**src/rtl/wb_syscon_seq.sv**
```systemverilog
// Wishbone system controller: synchronised, stretched and staggered per-channel resets,
// software reset, reset cause and cycle timestamp. Optional watchdog: WB_SYSCON_WDT_EN.
module wb_syscon_seq #(
  parameter int NCH        = 3,
  parameter int RST_CYCLES = 4,
  parameter int STAGGER    = 2,
  parameter int STAMP_W    = 32,
  parameter int WDT_CYCLES = 1024
) (
  input  logic               clk,
  input  logic               rst,
  input  logic               sw_rst_req,
  input  logic               wdt_kick,
  output logic [NCH-1:0]     rst_out,
  output logic               rst_done,
  output logic [1:0]         rst_cause,
  output logic [STAMP_W-1:0] stamp
);

  localparam int LAST = RST_CYCLES + STAGGER * (NCH - 1);
  localparam int CW   = (LAST > 0) ? $clog2(LAST + 1) : 1;

  localparam logic [1:0] S_HOLD    = 2'd0;
  localparam logic [1:0] S_STRETCH = 2'd1;
  localparam logic [1:0] S_RELEASE = 2'd2;
  localparam logic [1:0] S_RUN     = 2'd3;

  localparam logic [1:0] CAUSE_EXT = 2'b01;
  localparam logic [1:0] CAUSE_SW  = 2'b10;
  localparam logic [1:0] CAUSE_WDT = 2'b11;

  // Release threshold of channel idx, counted in edges after the synchronised release.
  function automatic logic [CW-1:0] thr(input int idx);
    return CW'(RST_CYCLES + STAGGER * idx);
  endfunction

  logic [1:0]     sync_r;
  logic           rst_sync_s;
  logic [1:0]     state_r;
  logic [1:0]     state_nx_s;
  logic [CW-1:0]  cnt_r;
  logic [CW-1:0]  cnt_nx_s;
  logic [CW-1:0]  cnt_inc_s;
  logic [NCH-1:0] rel_s;
  logic [NCH-1:0] rst_out_nx_s;
  logic           done_nx_s;
  logic [1:0]     cause_nx_s;
  logic           counting_s;
  logic           take_s;
  logic           wdt_timeout_s;

  assign rst_sync_s = sync_r[1];

  // Two-flop reset synchroniser: asynchronous clear, synchronous release.
  always_ff @(posedge clk or negedge rst) begin
    if (!rst) begin
      sync_r <= 2'b00;
    end else begin
      sync_r <= {sync_r[0], 1'b1};
    end
  end

  // Timestamp counts every edge from the synchronised release onward; only rst clears it.
  always_ff @(posedge clk or negedge rst) begin
    if (!rst) begin
      stamp <= {STAMP_W{1'b0}};
    end else if (sync_r[0]) begin
      stamp <= stamp + {{(STAMP_W-1){1'b0}}, 1'b1};
    end else begin
      stamp <= stamp;
    end
  end

`ifdef WB_SYSCON_WDT_EN
  localparam int WW = (WDT_CYCLES > 1) ? $clog2(WDT_CYCLES) : 1;
  logic [WW-1:0] wdt_r;

  assign wdt_timeout_s = (state_r == S_RUN) && !wdt_kick && (wdt_r == WW'(WDT_CYCLES - 1));

  // Watchdog counter: runs only in RUN, restarted by a kick or by leaving RUN.
  always_ff @(posedge clk or negedge rst) begin
    if (!rst) begin
      wdt_r <= {WW{1'b0}};
    end else if ((state_r != S_RUN) || wdt_kick || take_s) begin
      wdt_r <= {WW{1'b0}};
    end else begin
      wdt_r <= wdt_r + {{(WW-1){1'b0}}, 1'b1};
    end
  end
`else
  logic wdt_unused_s;
  assign wdt_unused_s  = wdt_kick | (WDT_CYCLES == 0);
  assign wdt_timeout_s = 1'b0;
`endif

  assign counting_s = ((state_r == S_HOLD) && rst_sync_s) ||
                      (state_r == S_STRETCH) || (state_r == S_RELEASE);
  assign take_s     = (state_r == S_RUN) && (sw_rst_req || wdt_timeout_s);
  assign cnt_inc_s  = cnt_r + {{(CW-1){1'b0}}, 1'b1};

  // Per-channel release flags for the edge being evaluated.
  always_comb begin
    rel_s = {NCH{1'b0}};
    for (int i = 0; i < NCH; i++) begin
      rel_s[i] = (cnt_inc_s >= thr(i));
    end
  end

  // Sequencer next-state: HOLD -> STRETCH -> RELEASE -> RUN, RUN re-enters STRETCH on soft reset.
  always_comb begin
    state_nx_s   = state_r;
    cnt_nx_s     = cnt_r;
    rst_out_nx_s = rst_out;
    done_nx_s    = rst_done;
    cause_nx_s   = rst_cause;
    case (state_r)
      S_HOLD, S_STRETCH, S_RELEASE: begin
        if (counting_s) begin
          cnt_nx_s     = cnt_inc_s;
          rst_out_nx_s = rst_out & ~rel_s;
          if (cnt_inc_s == CW'(LAST)) begin
            state_nx_s = S_RUN;
            done_nx_s  = 1'b1;
          end else if (rel_s[0]) begin
            state_nx_s = S_RELEASE;
          end else begin
            state_nx_s = S_STRETCH;
          end
        end else begin
          state_nx_s = S_HOLD;
        end
      end
      S_RUN: begin
        if (take_s) begin
          state_nx_s   = S_STRETCH;
          cnt_nx_s     = {CW{1'b0}};
          rst_out_nx_s = {NCH{1'b1}};
          done_nx_s    = 1'b0;
          cause_nx_s   = sw_rst_req ? CAUSE_SW : CAUSE_WDT;
        end else begin
          state_nx_s = S_RUN;
        end
      end
      default: begin
        state_nx_s   = S_HOLD;
        cnt_nx_s     = {CW{1'b0}};
        rst_out_nx_s = {NCH{1'b1}};
        done_nx_s    = 1'b0;
      end
    endcase
  end

  // Sequencer and output registers; rst low forces the external-reset values immediately.
  always_ff @(posedge clk or negedge rst) begin
    if (!rst) begin
      state_r   <= S_HOLD;
      cnt_r     <= {CW{1'b0}};
      rst_out   <= {NCH{1'b1}};
      rst_done  <= 1'b0;
      rst_cause <= CAUSE_EXT;
    end else begin
      state_r   <= state_nx_s;
      cnt_r     <= cnt_nx_s;
      rst_out   <= rst_out_nx_s;
      rst_done  <= done_nx_s;
      rst_cause <= cause_nx_s;
    end
  end

endmodule

```
**config.mk**
```make
export PLATFORM = sky130hd
export DESIGN_NAME = wb_syscon_seq
export DESIGN_NICKNAME = d
export VERILOG_FILES = /design/src/rtl/wb_syscon_seq.sv
export SDC_FILE = /design/constraint.sdc
export NUM_CORES = 1
export LEC_CHECK = 0
export CAP_MARGIN = 30
export CORE_ASPECT_RATIO = 0.5
export CORE_MARGIN = 2
export CORE_UTILIZATION = 45
export CTS_BUF_LIST = sky130_fd_sc_hd__clkbuf_16
export DETAILED_ROUTE_END_ITERATION = 10
export HOLD_SLACK_MARGIN = 0.12
export PLACE_DENSITY = 0.81
export SYNTH_ARGS = -nofsm -noshare
export SYNTH_HDL_FRONTEND = slang
export SYNTH_SLANG_ARGS = --single-unit
```
**constraint.sdc**
```tcl
create_clock -name clk -period 4.4 [get_ports clk]
set_clock_uncertainty 0.2 [all_clocks]
set_input_delay 0.44 -clock clk [delete_from_list [all_inputs] [get_ports clk]]
set_output_delay 0.44 -clock clk [all_outputs]
set_load 0.1 [all_outputs]
```
; After elaboration in Yosys (flattened, before gate mapping)
; Cells that the tools add are included.
[totals]
reg_bits = 46
latch_bits = 0
ramBits = 0
mem_bits_ro = 0
word_cells = 46
mem_count = 0
[classes]
n_addsub = 2
mul = 0
div_mod_pow = 0
magnitude_cmp = 3
n_eq_ne = 7
n_shift = 0
mux = 16
n_bitwise = 2
reduce_logical = 9
[ops]
columns = op, n
row1 = $add 32x1->32 const B, 1
row2 = $ge 4x3->1 const B, 2
row3 = $mux 2, 4
row4 = $mux 4, 2
row5 = $pmux 4 s2, 1
row6 = $mux 3, 2
row7 = $ne 2x2->1 const B, 3
row8 = $pmux 3 s2, 1
row9 = $add 4x1->4 const B, 1
row10 = $eq 2x2->1 const B, 2
row11 = $eq 4x4->1 const B, 1
row12 = $ge 4x4->1 const B, 1
row13 = $mux 1, 4
row14 = $pmux 2 s2, 1
row15 = $reduce_and 2->1, 2
row16 = $and 3x3->3, 1
row17 = $not 3->3, 1
row18 = $reduce_and 3->1, 1
row19 = $reduce_or 3->1, 1
row20 = $eq 2x1->1 const B, 1
row21 = $logic_and 1x1->1, 2
row22 = $logic_not 2->1, 1
row23 = $logic_or 1x1->1, 2
row24 = $pmux 1 s2, 1

; Logic depth before layout (Yosys ltp)
; Gate-level depths: netlist of the first run.
[depth]
depth_word = 6
depth_mapped = 6
mapped_depth_nobuf = 5

; Worst setup path after synthesis of the first run
; No wires, ideal clock.
[synth_timing]
kind = flip-flop to flip-flop
start = register stamp[0]
end = register stamp[24]
setup_time_ps = 159
arrival_ps = 2068
slack_ps = 1973
path_stages_with_launch = 7
path_buffers = 1
synth_period_minus_slack_ps = 2427
path_cell_list = dfrtp_1 ha_1 nand4_2 nor2_2 buf_4 nand4_1 xnor2_1
[synth_between]
elab_chain_cells = 1
[synth_lines]
columns = element, line_no
row1 = "start, declared", 17  ; output logic [STAMP_W-1:0] stamp
row2 = "start signal, assigned", 66  ; stamp <= {STAMP_W{1'b0}};
row3 = "start signal, assigned", 68  ; stamp <= stamp + {{(STAMP_W-1){1'b0}}, 1'b1};
row4 = "start signal, assigned", 70  ; stamp <= stamp;
row5 = $add 32x1->32, 68
; Every way passes these cells.
; A chain may end at the register's enable or synchronous reset.

; Worst setup path in the final report of the first run
[layout_timing]
start = register stamp[14]
end = output port stamp[14]
; No word-level cell between the ends.

==> run summary, run 1 <==
In this run the cell area of the synthesized design comes to 2180 µm². The number of buffer and inverter instances along the worst setup path is 1. TritonCTS built the clock tree. In this design, the stage delay of the slowest critical-path cell is 1200 ps. STA classifies the critical path startpoint as a register. The instance count along the most critical hold path is 1. The reported max-cap violation count is 0, and the number of buffers created by CTS is 5.

The congestion estimate from routability-driven global placement came to 0.826. Yosys mapped a number of flops with a built-in enable equal to 0. The number of nets in the synthesized netlist is 199.

The share of flip-flops with an asynchronous set or reset after synthesis was 100%; the remaining antenna violation count was 0. Most used flip-flop cell after synthesis: dfrtp_1. With fillers left out, the area of the finished cells amounts to 2830 µm². The width of the chip is 102 µm. Data on the critical path is required at its endpoint by 3760 ps. The worst-path maximum fanout is 5, and the number of top-level pins is 42. The design draws 1.75 mW.

The via count of the first global-routing pass was 1572; the distinct cell type count after synthesis was 39. The total inserted antenna cells was 0. Clock tree root driver cell: clkbuf_16. No sink is reached through more buffers than the 2 on the longest clock path. The slowest stage of the critical path is the clkdlybuf4s50_1 cell. The area share of the largest cell type after synthesis is 48.3%. Global routing finished with a remaining overflow of 0. Critical path depth: 1.

The type of the setup path with the least slack was register to output pin. Sorting the synthesized cells by area gives the leading types as dfrtp_1 48%, xnor2_1 11%, dfstp_2 4.8%. dfrtp_1 takes more of the synthesized area than any other cell. The tools report the worst reg2reg path startpoint as stamp[0]. The floorplan has 17 rows. For this run, design rule violations remaining after detail routing come to 0.

Counting I/O delays and the setup requirement, the final critical path takes 2610 ps. Summed over all cells, the static leakage comes to 1.23 nW. The via density per instance came out at 5.31.

Once placement finished, the instance area stood at 2650 µm². The number of antenna violations at the first check in global routing is 0, and the total power divided by cell area is 620 nW/µm². The number of iterations in the first detailed-routing pass was 4; the net count of the finished layout was 244. For this run, the register share of the synthesized area comes to 53.1%. The clock insertion delay at the later pin of the skew report was 290 ps; the clock transition time at the flip-flop clock pins of the worst setup and hold paths was 60 ps. Worst hold-check path type: register to register. The worst pin sits at a relative slew slack of 33.7%.

For the worst setup slack after placement, the log shows 2130 ps. The worst register-to-register path has a setup slack of 2360 ps. Setup violations remaining at the end of the flow were counted as 0. Entering global routing, the biggest net connects 31 pins. The worst setup path is captured at an output pin. Derived from the worst setup path, the maximum achievable clock frequency is 0.383 GHz. The placeable core region was 4530 µm².

Number of cell instances on the worst register-to-register path: 5. The routed layout has 1615 vias. Walking the worst path, the cells encountered are clkdlybuf4s50_1. Worst endpoint data arrival time: 1970 ps.

The kind of cell with the highest combined delay along the critical path is buffers and inverters. The worst vdd rail ir drop came out at 0.329 mV. The layout has 358 filler cells. Global routing used 18.4% of the available tracks across all layers. For the CTS H-tree depth, the log shows 2. The reg-to-reg critical path endpoint is stamp[22]. Once the floorplan was initialized, standard cells occupied 48.0% of the core.

The run gives 295 as the number of cells in the design after placement. Across all hold checks on the routed design, the worst slack comes to 262 ps. The tools report the total wirelength of the detailed-routed design as 4540 µm. The final-report max-slew violation count is 0. The global-route wire length before repair was 7480 µm; the number of warnings issued by yosys was 0.

Sink of the worst hold path: rst_cause[1]. The tools report the startpoint of the worst hold path as rst_cause[1]. Of the cells placed in the final design, the portion with a size suffix greater than 1 is 11.3%. The non-filler instance count after layout was 304; the die area was 5440 µm². At the pin with the least slew margin, the transition time is 992 ps. Dividing the final minimum period by the clock period gives 59.4%. The number of cells produced by synthesis is 192, and the post-layout utilization of the core is 62.4%. Port buffering added 40 buffers. For this design, the sink count on the clock tree is 46. The first routing iteration left 66 violations. The run finished with clean final reports. The final hold violation count came out at 0. Gates resized during post-CTS repair numbered 0. Counting flops and latches in the post-synthesis netlist gives 46. Setup repair after global routing left no endpoint under its margin. The tools report the number of buffers added to fix hold violations after cts as 1.

Die span in y: 53.2 µm. Setup slack closes at 1790 ps. The HPWL after detailed placement is 3120 µm. The synthesized area per cell is 11.3 µm², and the average wire per cell in the routed design is 14.9 µm. Post-CTS timing repair inserted 0 buffers for setup. In the final timing run, aggregate negative setup slack is 0 ps.

The area added between synthesis and finish is 30.0%.
==> report_power, final <==
part / internal (mW) / switching [mW]
registers: 0.507 / 0.117
logic: 0.206 / 0.502
clock network: 0.266 / 0.155
total: 0.979 / 0.774
==> registers in the layout (all words and copies together) (netlist names) <==
register and flops:
state_r 2, rst_cause 2, rst_done 1, rst_out 3, stamp 32, cnt_r 4
sync_r 2
==> routing by layer <==
| layer | part of all wire [%] | track usage [%] | wire (µm) |
|---|---|---|---|
| met3 | 3.9 | 4.62 | 178 |
| met2 | 51 | 31.7 | 2340 |
| met5 | 0 | 0 | 0 |
| met1 | 43 | 22.7 | 1970 |
| met4 | 1.3 | 7.11 | 60 |
==> cell usage after synthesis, drive strengths merged (3+ instances only) <==
library cell,number
dfrtp,42
xnor2,28
nand2,16
nand3,15
nand4,15
nor2,7
a21oi,6
inv,6
nor3,6
xor2,6
and3,5
o21ai,5
and2,4
dfstp,4
ha,3
==> placed cells by master (no fill, tap or decap), drive strengths merged, types with 2 or more instances in the layout <==
master         count
a211oi             2
a21oi              6
a31oi              2
and2               4
and3               5
and4               2
buf                2
clkbuf             5
clkdlybuf4s50     39
clkinv             2
dfrtp             42
dfstp              4
ha                 3
inv                6
nand2             16
nand2b             2
nand3             15
nand4             15
nor2               7
nor3               6
o21a               2
o21ai              5
xnor2             28
xor2               6
==> layout make-up <==
type                       instances  area [µm²]  share of cell area [%]
clock inverter                     3        40.0                    1.42
sequential                        46        1160                    40.9
multi-input combinational        136         977                    34.5
timing repair buffer              42         425                    15.0
tap                               66        82.6                    2.92
inverter                           6        22.5                   0.796
clock buffer                       5         125                    4.42
==> logic make-up after synthesis <==
group	count (synthesis)	synth area share, %
AND/OR/NAND/NOR	74	22.0
flip-flops	46	53.1
XOR/XNOR	34	13.7
AO/OA/AOI/OAI	22	6.33
buffers and inverters	10	1.96
adder cells (fa/ha/maj)	3	1.73
multiplexers	2	0.978
other	1	0.172
==> worst reg2reg max path: cells and delay by family, from the launching register on <==
family | cells | cell delay, ps
simple gates | 3 | 860
xor+xnor | 1 | 190
fa+ha+maj | 1 | 230
flops | 1 | 450
==> how the worst max path moves through the flow <==
| stage | from | to | slack, ps |
|---|---|---|---|
| after floorplan | stamp[0] | stamp[24] | 1970 |
| after global placement | rst_out[0] | rst_out[0] | 2130 |
| after detailed placement | rst_out[1] | rst_out[1] | 2130 |
| after CTS | stamp[14] | stamp[14] | 1790 |
| after global routing | stamp[14] | stamp[14] | 1760 |
| final | stamp[14] | stamp[14] | 1790 |
Note: power is estimated with default switching activity, not from simulation.
==> run 2, diff against run 1 <==
PLACE_DENSITY = 0.84   (was 0.81)
clock period = 2.4 ns   (was 4.4 ns; I/O delays follow)
==> run summary, run 2 (synthesis results as in run 1) <==
The run finished with clean final reports. Worst hold-check path type: register to register (unchanged). The tools report the CTS H-tree depth as 2 (unchanged). The register with the highest flop count is stamp (unchanged).

The run gives 0 (unchanged) as the number of buffers inserted by post-CTS setup repair. Cell-by-cell trace of the critical path: ha_1, nand4_2, nor2_2, nand3_1, xnor2_1 (was clkdlybuf4s50_1). The run gives 1940 µm (was 1970 µm) as the met1 wire length. The flip-flop and latch area is 1160 µm² (about the same), and the total inserted antenna cells is 0 (unchanged). The worst-path maximum fanout was 12 (was 5).

The clock tree buffer depth is 2 (unchanged). The number of buffers created by CTS is 5 (unchanged), and the clock insertion delay at the later pin of the skew report is 290 ps (about the same). The category of cells accounting for the largest share of critical-path delay was simple AND/OR/NAND/NOR gates (was buffers and inverters).

The total power divided by cell area works out to 1160 nW/µm² (was 620 nW/µm²). The reported max-cap violation count is 0 (unchanged). The die area is 5440 µm² (unchanged), and the setup slack after layout is 428 ps (was 1790 ps). The slowest cell on the critical path was nor2_2 (was clkdlybuf4s50_1). Number of top-level pins: 42 (unchanged). The number of DRC violations after detailed routing was 0 (unchanged); the via count of the first global-routing pass was 1589 (was 1572).

The port buffer count was 40 (unchanged); the maximum operating frequency was 0.507 GHz. The average wire per cell in the routed design works out to 14.2 µm (was 14.9 µm). Last weighted congestion value of the routability-driven placer: 0.805 (was 0.826). The routed wire length on met3 came out at 186 µm (was 178 µm). The transition time at the pin with the least slew margin works out to 611 ps (was 992 ps).

The area of the multi-input gates is 977 µm² (unchanged). The number of antenna violations at the first check in global routing was 0 (unchanged); the instance count along the most critical hold path was 2 (was 1). Largest net degree at the start of global routing: 29 (was 31). Via density per instance: 5.20 (was 5.31). The type of the setup path with the least slack is register to register (was register to output pin). Highest signal layer in the routed design: met4 (unchanged).

The run gives 1 (unchanged) as the number of buffers added to fix hold violations after cts. The overall track demand over capacity in global routing was 17.6% (was 18.4%). Startpoint of the worst hold path: rst_out[2] (was rst_cause[1]). The count of endpoints failing setup in the final report was 0 (unchanged); the number of buffer and inverter instances along the worst setup path was 0 (was 1). The register-to-register setup slack is 430 ps (was 2360 ps), and the clock sink count is 46 (unchanged).

The leakage power is 1.30 nW (was 1.23 nW). Largest registers in the final layout: stamp: 32 flops, cnt_r: 4 flops, rst_out: 3 flops (unchanged). Category of the worst setup path capture point: a register (was an output pin). The number of cell instances on the worst register-to-register path is 5 (unchanged). The tools report the reg-to-reg critical path endpoint as stamp[20] (was stamp[22]).

The logs give 4320 µm (was 4540 µm) for the total wirelength of the detailed-routed design and 0 ps (unchanged) for the setup TNS. The delay of the slowest cell on the worst path came out at 500 ps (was 1200 ps). The number of flip-flops under the largest register name was 32 (unchanged); the worst endpoint data arrival time was 1970 ps (about the same). For the initial DRC count, the log shows 66 (unchanged).

The required time reported for the critical path endpoint came out at 2400 ps (was 3760 ps). The run gives 3110 µm (was 3120 µm) as the post-detailed-placement half-perimeter wirelength. Most frequent cells in the layout: 40 x dfrtp_1, 40 x buf_4, 28 x xnor2_1, 16 x nand2_1, 14 x nand3_1 (was 42 x dfrtp_1, 39 x clkdlybuf4s50_1, 28 x xnor2_1, 16 x nand2_1, 14 x nand3_1). Of the available clock period, the critical path in the final layout requires 82.2%. The tools report the clock tree root driver cell as clkbuf_16 (unchanged).

The remaining antenna violation count is 0 (unchanged). The worst relative slew slack was 59.2% (was 33.7%). The run gives 424 ps (was 2130 ps) as the worst setup slack after placement. The total global routing overflow is 0 (unchanged), and the starting density of the core is 48.0% (unchanged). Count of filler cells inserted in the layout: 372 (was 358). The tools report the sink of the worst hold path as rst_out[2] (was rst_cause[1]).

The clock transition time at the flip-flop clock pins of the worst setup and hold paths works out to 60 ps (about the same). The die span in y was 53.2 µm (unchanged). The final hold violation count was 0 (unchanged); the number of iterations in the first detailed-routing pass was 4 (unchanged). TritonCTS built the clock tree. The logs give 245 (was 244) for the net count of the finished layout and 2160 µm (was 2340 µm) for the routed length on met2.

The final-report max-slew violation count was 0 (unchanged); the total number of vias was 1585 (was 1615). Number of placement rows: 17 (unchanged). The worst reg2reg path startpoint was stamp[0] (unchanged). The area added between synthesis and finish is 25.6% (was 30.0%).

For the global-route wire length before repair, the log shows 7090 µm (was 7480 µm). The clock period could shrink to 1970 ps. The worst vdd rail ir drop was 0.649 mV (was 0.329 mV); the fraction of layout cells with a size suffix above 1 was 28.0% (was 11.3%).

The tools report the critical path startpoint category as a register (unchanged). For the placeable core region, the log shows 4530 µm² (unchanged). The width of the chip is 102 µm (unchanged), and the number of gates resized after cts is 0 (unchanged). Setup repair after global routing left no endpoint under its margin.
run 2: cell type report:
class | count | area share, %
Clock buffer | 5 | 4.58
Timing Repair Buffer | 43 | 11.9
Clock inverter | 3 | 1.51
Inverter | 6 | 0.824
Multi-Input combinational cell | 136 | 35.8
Tap cell | 66 | 3.02
Sequential cell | 46 | 42.4
run 2: per-layer routing:
layer	GRT usage, %	up-vias
met3	6.47	4
li1	-	770
met2	29.1	41
met4	7.11	0
met1	21.1	770
met5	0	-
run 2: metrics by stage:
step	std cells	util, %	cell area, µm²	hold slack (ps)	total power [mW]
after detailed placement	296	56.4	2560	91.5	2.42
final	305	60.3	2730	271	3.18
after floorplan	192	-	2180	-256	2.16
after global placement	296	56.4	2560	81.0	2.38
after CTS	305	60.3	2730	274	3.21
after global routing	305	60.3	2730	279	3.35
run 2: how the worst max path moves through the flow:
stage | startpoint | end | slack, ps | depth (start not counted)
after floorplan | stamp[5] | stamp[19] | 110 | 4
after global placement | stamp[0] | stamp[28] | 490 | 5
after detailed placement | stamp[0] | stamp[20] | 420 | 5
after CTS | stamp[0] | stamp[20] | 420 | 5
after global routing | stamp[0] | stamp[28] | 300 | 5
final | stamp[0] | stamp[20] | 430 | 5
run 2: where the power goes:
group          internal (mW)  switching [mW]  leakage (nW)  total (mW)
Sequential             0.933           0.209         0.594        1.14
Combinational          0.347           0.917         0.621        1.26
Clock                  0.487           0.290        0.0812       0.777
Total                   1.77            1.42          1.30        3.18
run 2: worst min-delay path, stage by stage, from the launching register on:
cell and delay [ps]:
dfstp_2 370, inv_1 40, a21oi_1 60
==> run 3, diff against run 2 <==
clock period = 1.6 ns   (was 2.4 ns; I/O delays follow)
==> run summary, run 3 (synthesis results as in run 1) <==
The maximum operating frequency is 0.591 GHz (was 0.507 GHz), and the fraction of layout cells with a size suffix above 1 is 56.5% (was 28.0%). The setup slack after layout is -91.3 ps (was 428 ps), and the average wire per cell in the routed design is 20.3 µm (was 14.2 µm). The count of filler cells inserted in the layout was 201 (was 372); the portion of the clock cycle consumed by the worst path in the final layout was 106% (was 82.2%).

The net count of the finished layout came out at 291 (was 245). The tools report the reported max-cap violation count as 0 (unchanged). Register with the highest flop count: stamp (unchanged).

The number of top-level pins is 42 (unchanged). The run gives 2 (unchanged) as the clock tree buffer depth. Setup repair after global routing could not meet its margin everywhere. For the number of DRC violations after detailed routing, the log shows 0 (unchanged).

Number of flip-flops under the largest register name: 32 (unchanged). The leakage power is 1.66 nW (was 1.30 nW), and the part of the total power dissipated in the clock network is 18.0% (was 24.4%). The number of antenna violations at the first check in global routing is 0 (unchanged). The post-layout utilization of the core was 84.8% (was 60.3%).

The CTS H-tree depth is 2 (unchanged). The total inserted antenna cells was 0 (unchanged). The run gives 29 (unchanged) as the largest net degree at the start of global routing.

The initial DRC count is 64 (was 66). The worst-path maximum fanout came out at 6 (was 12). The power share of the sequential group was 30.7% (was 35.9%). For the clock insertion delay at the later pin of the skew report, the log shows 290 ps (about the same). For the number of buffers created by CTS, the log shows 5 (unchanged).

The logs give 4140 µm (was 3110 µm) for the post-detailed-placement half-perimeter wirelength and 0 (unchanged) for the final hold violation count. The number of iterations in the first detailed-routing pass is 4 (unchanged), and the last weighted congestion value of the routability-driven placer is 0.850 (was 0.805). The clock tree root driver cell is clkbuf_16 (unchanged). The area added between synthesis and finish came out at 76.6% (was 25.6%). Largest registers in the final layout: stamp: 32 flops, cnt_r: 4 flops, rst_out: 3 flops (unchanged). The run gives 10600 µm (was 7090 µm) as the global-route wire length before repair. The worst hold-check path type is input pin to asynchronous set/reset pin (was register to register).

The switching portion of total power was 43.9% (was 44.5%); the total power divided by cell area was 1510 nW/µm² (was 1160 nW/µm²). The clock sink count is 46 (unchanged), and the share of total power in combinational logic is 51.2% (was 39.7%). The via density per instance came out at 5.44 (was 5.20). The worst vdd rail ir drop was 0.932 mV (was 0.649 mV); the die span in y was 53.2 µm (unchanged).

The via count of the first global-routing pass came out at 2046 (was 1589). The total global routing overflow is 0 (unchanged), and the remaining antenna violation count is 0 (unchanged). The run gives 17 (unchanged) as the number of placement rows. Die area: 5440 µm² (unchanged). The switching power came out at 2.55 mW (was 1.42 mW). The tools report the final total power as 5.80 mW (was 3.18 mW). The category of the worst setup path capture point is a register (unchanged). The tools report the placeable core region as 4530 µm² (unchanged). For the total number of vias, the log shows 1909 (was 1585).

The width of the chip was 102 µm (unchanged); the overall track demand over capacity in global routing was 27.0% (was 17.6%). The type of the setup path with the least slack is register to register (unchanged). Most frequent cells in the layout: 44 x buf_4, 41 x buf_12, 25 x dfrtp_4, 23 x xnor2_1, 15 x nand2_1 (was 40 x dfrtp_1, 40 x buf_4, 28 x xnor2_1, 16 x nand2_1, 14 x nand3_1). The final reports fail on negative setup slack. The worst endpoint data arrival time is 1670 ps (was 1970 ps), and the port buffer count is 40 (unchanged). The tools report the final-report max-slew violation count as 0 (unchanged).

The critical path startpoint category is a register (unchanged). The flow ran to the end, but the final reports show violations. The cell-internal power was 3.25 mW (was 1.77 mW). The minimum clock period after layout is 1690 ps (was 1970 ps).

Leaving out fill and tap cells, the most frequent cell in the layout is buf_4. The total wirelength of the detailed-routed design came out at 7120 µm (was 4320 µm). The clock transition time at the flip-flop clock pins of the worst setup and hold paths was 70 ps (was 60 ps).

Required time reported for the critical path endpoint: 1580 ps (was 2400 ps). The starting density of the core is 48.0% (unchanged). TritonCTS built the clock tree. The count of endpoints failing setup in the final report was 15 (was 0).
-- run 3: changes by cell type in the layout (fill, tap and decap cells not counted), sizes merged --
cell and delta:
buf +46, bufinv -1, clkinvlp -1, clkinv +2
-- run 3: power groups by stage --
stage                     registers, mW  clock network, mW  logic (mW)
final                              1.78               1.05        2.97
after global routing               1.81               1.09        3.13
after CTS                          1.75               1.02        2.71
after detailed placement           1.80                  0        2.60
after global placement             1.77                  0        2.50
after floorplan                    2.61                  0       0.754
-- run 3: path summary, 6_finish.rpt --
| kind | start | endpoint | slack [ps] | cells past startpoint |
|---|---|---|---|---|
| worst min register to register | rst_out[0] | rst_out[0] | 290 | 2 |
| min in group clk | rst_out[0] | rst_out[0] | 290 | 2 |
| worst min-delay path | rst | stamp[4] | 190 | 2 |
| worst max register to register | stamp[15] | stamp[29] | -90 | 5 |
| worst max-delay path | stamp[15] | stamp[29] | -90 | 5 |
| max in group asynchronous | rst | stamp[5] | 460 | 3 |
-- run 3: repair_timing --
item,CTS,global route
pin swaps,14,18
gates resized for setup,2,19
setup endpoints to repair,15,30
hold buffers,1,0
setup buffers,8,5
endpoints found under the hold margin,46,0
cloned,0,0
-- run 3: metrics by stage --
step / hold slack [ps] / worst slack, ps / std cells / TNS, ps / instance area [µm²]
after detailed placement: -51.0 / -83.7 / 329 / -466 / 3460
after CTS: 182 / -54.0 / 346 / -179 / 3690
after global routing: 244 / -143 / 351 / -1700 / 3840
after global placement: -62.7 / 54.1 / 329 / 0 / 3460
final: 191 / -91.3 / 351 / -474 / 3840
after floorplan: -336 / -185 / 192 / -2900 / 2330
-- run 3: critical path, cell delays in order (launching register included) --
cell and delay (ps):
dfrtp_4 450, nand3_4 120, nor4_4 280, buf_4 190
nand4_1 170, xnor2_1 180
-- run 3: layout make-up --
cell class	count	area [µm²]	share of cell area, %
inverter	6	22.5	0.586
sequential	46	1260	32.8
timing repair buffer	89	1190	30.9
multi-input combinational	136	1150	30.0
clock buffer	5	125	3.26
clock inverter	3	13.8	0.358
tap	66	82.6	2.15
-- run 3: routing by layer --
layer  wire length [µm]  global-route usage, %  up-vias  share of wire [%]
li1                   -                      -      856                  -
met1               2930                   31.8      962                 41
met2               3760                   50.0       74                 53
met3                278                   5.02       17                3.9
met4                159                   9.78        0                2.2
met5                  0                      0        -                  0
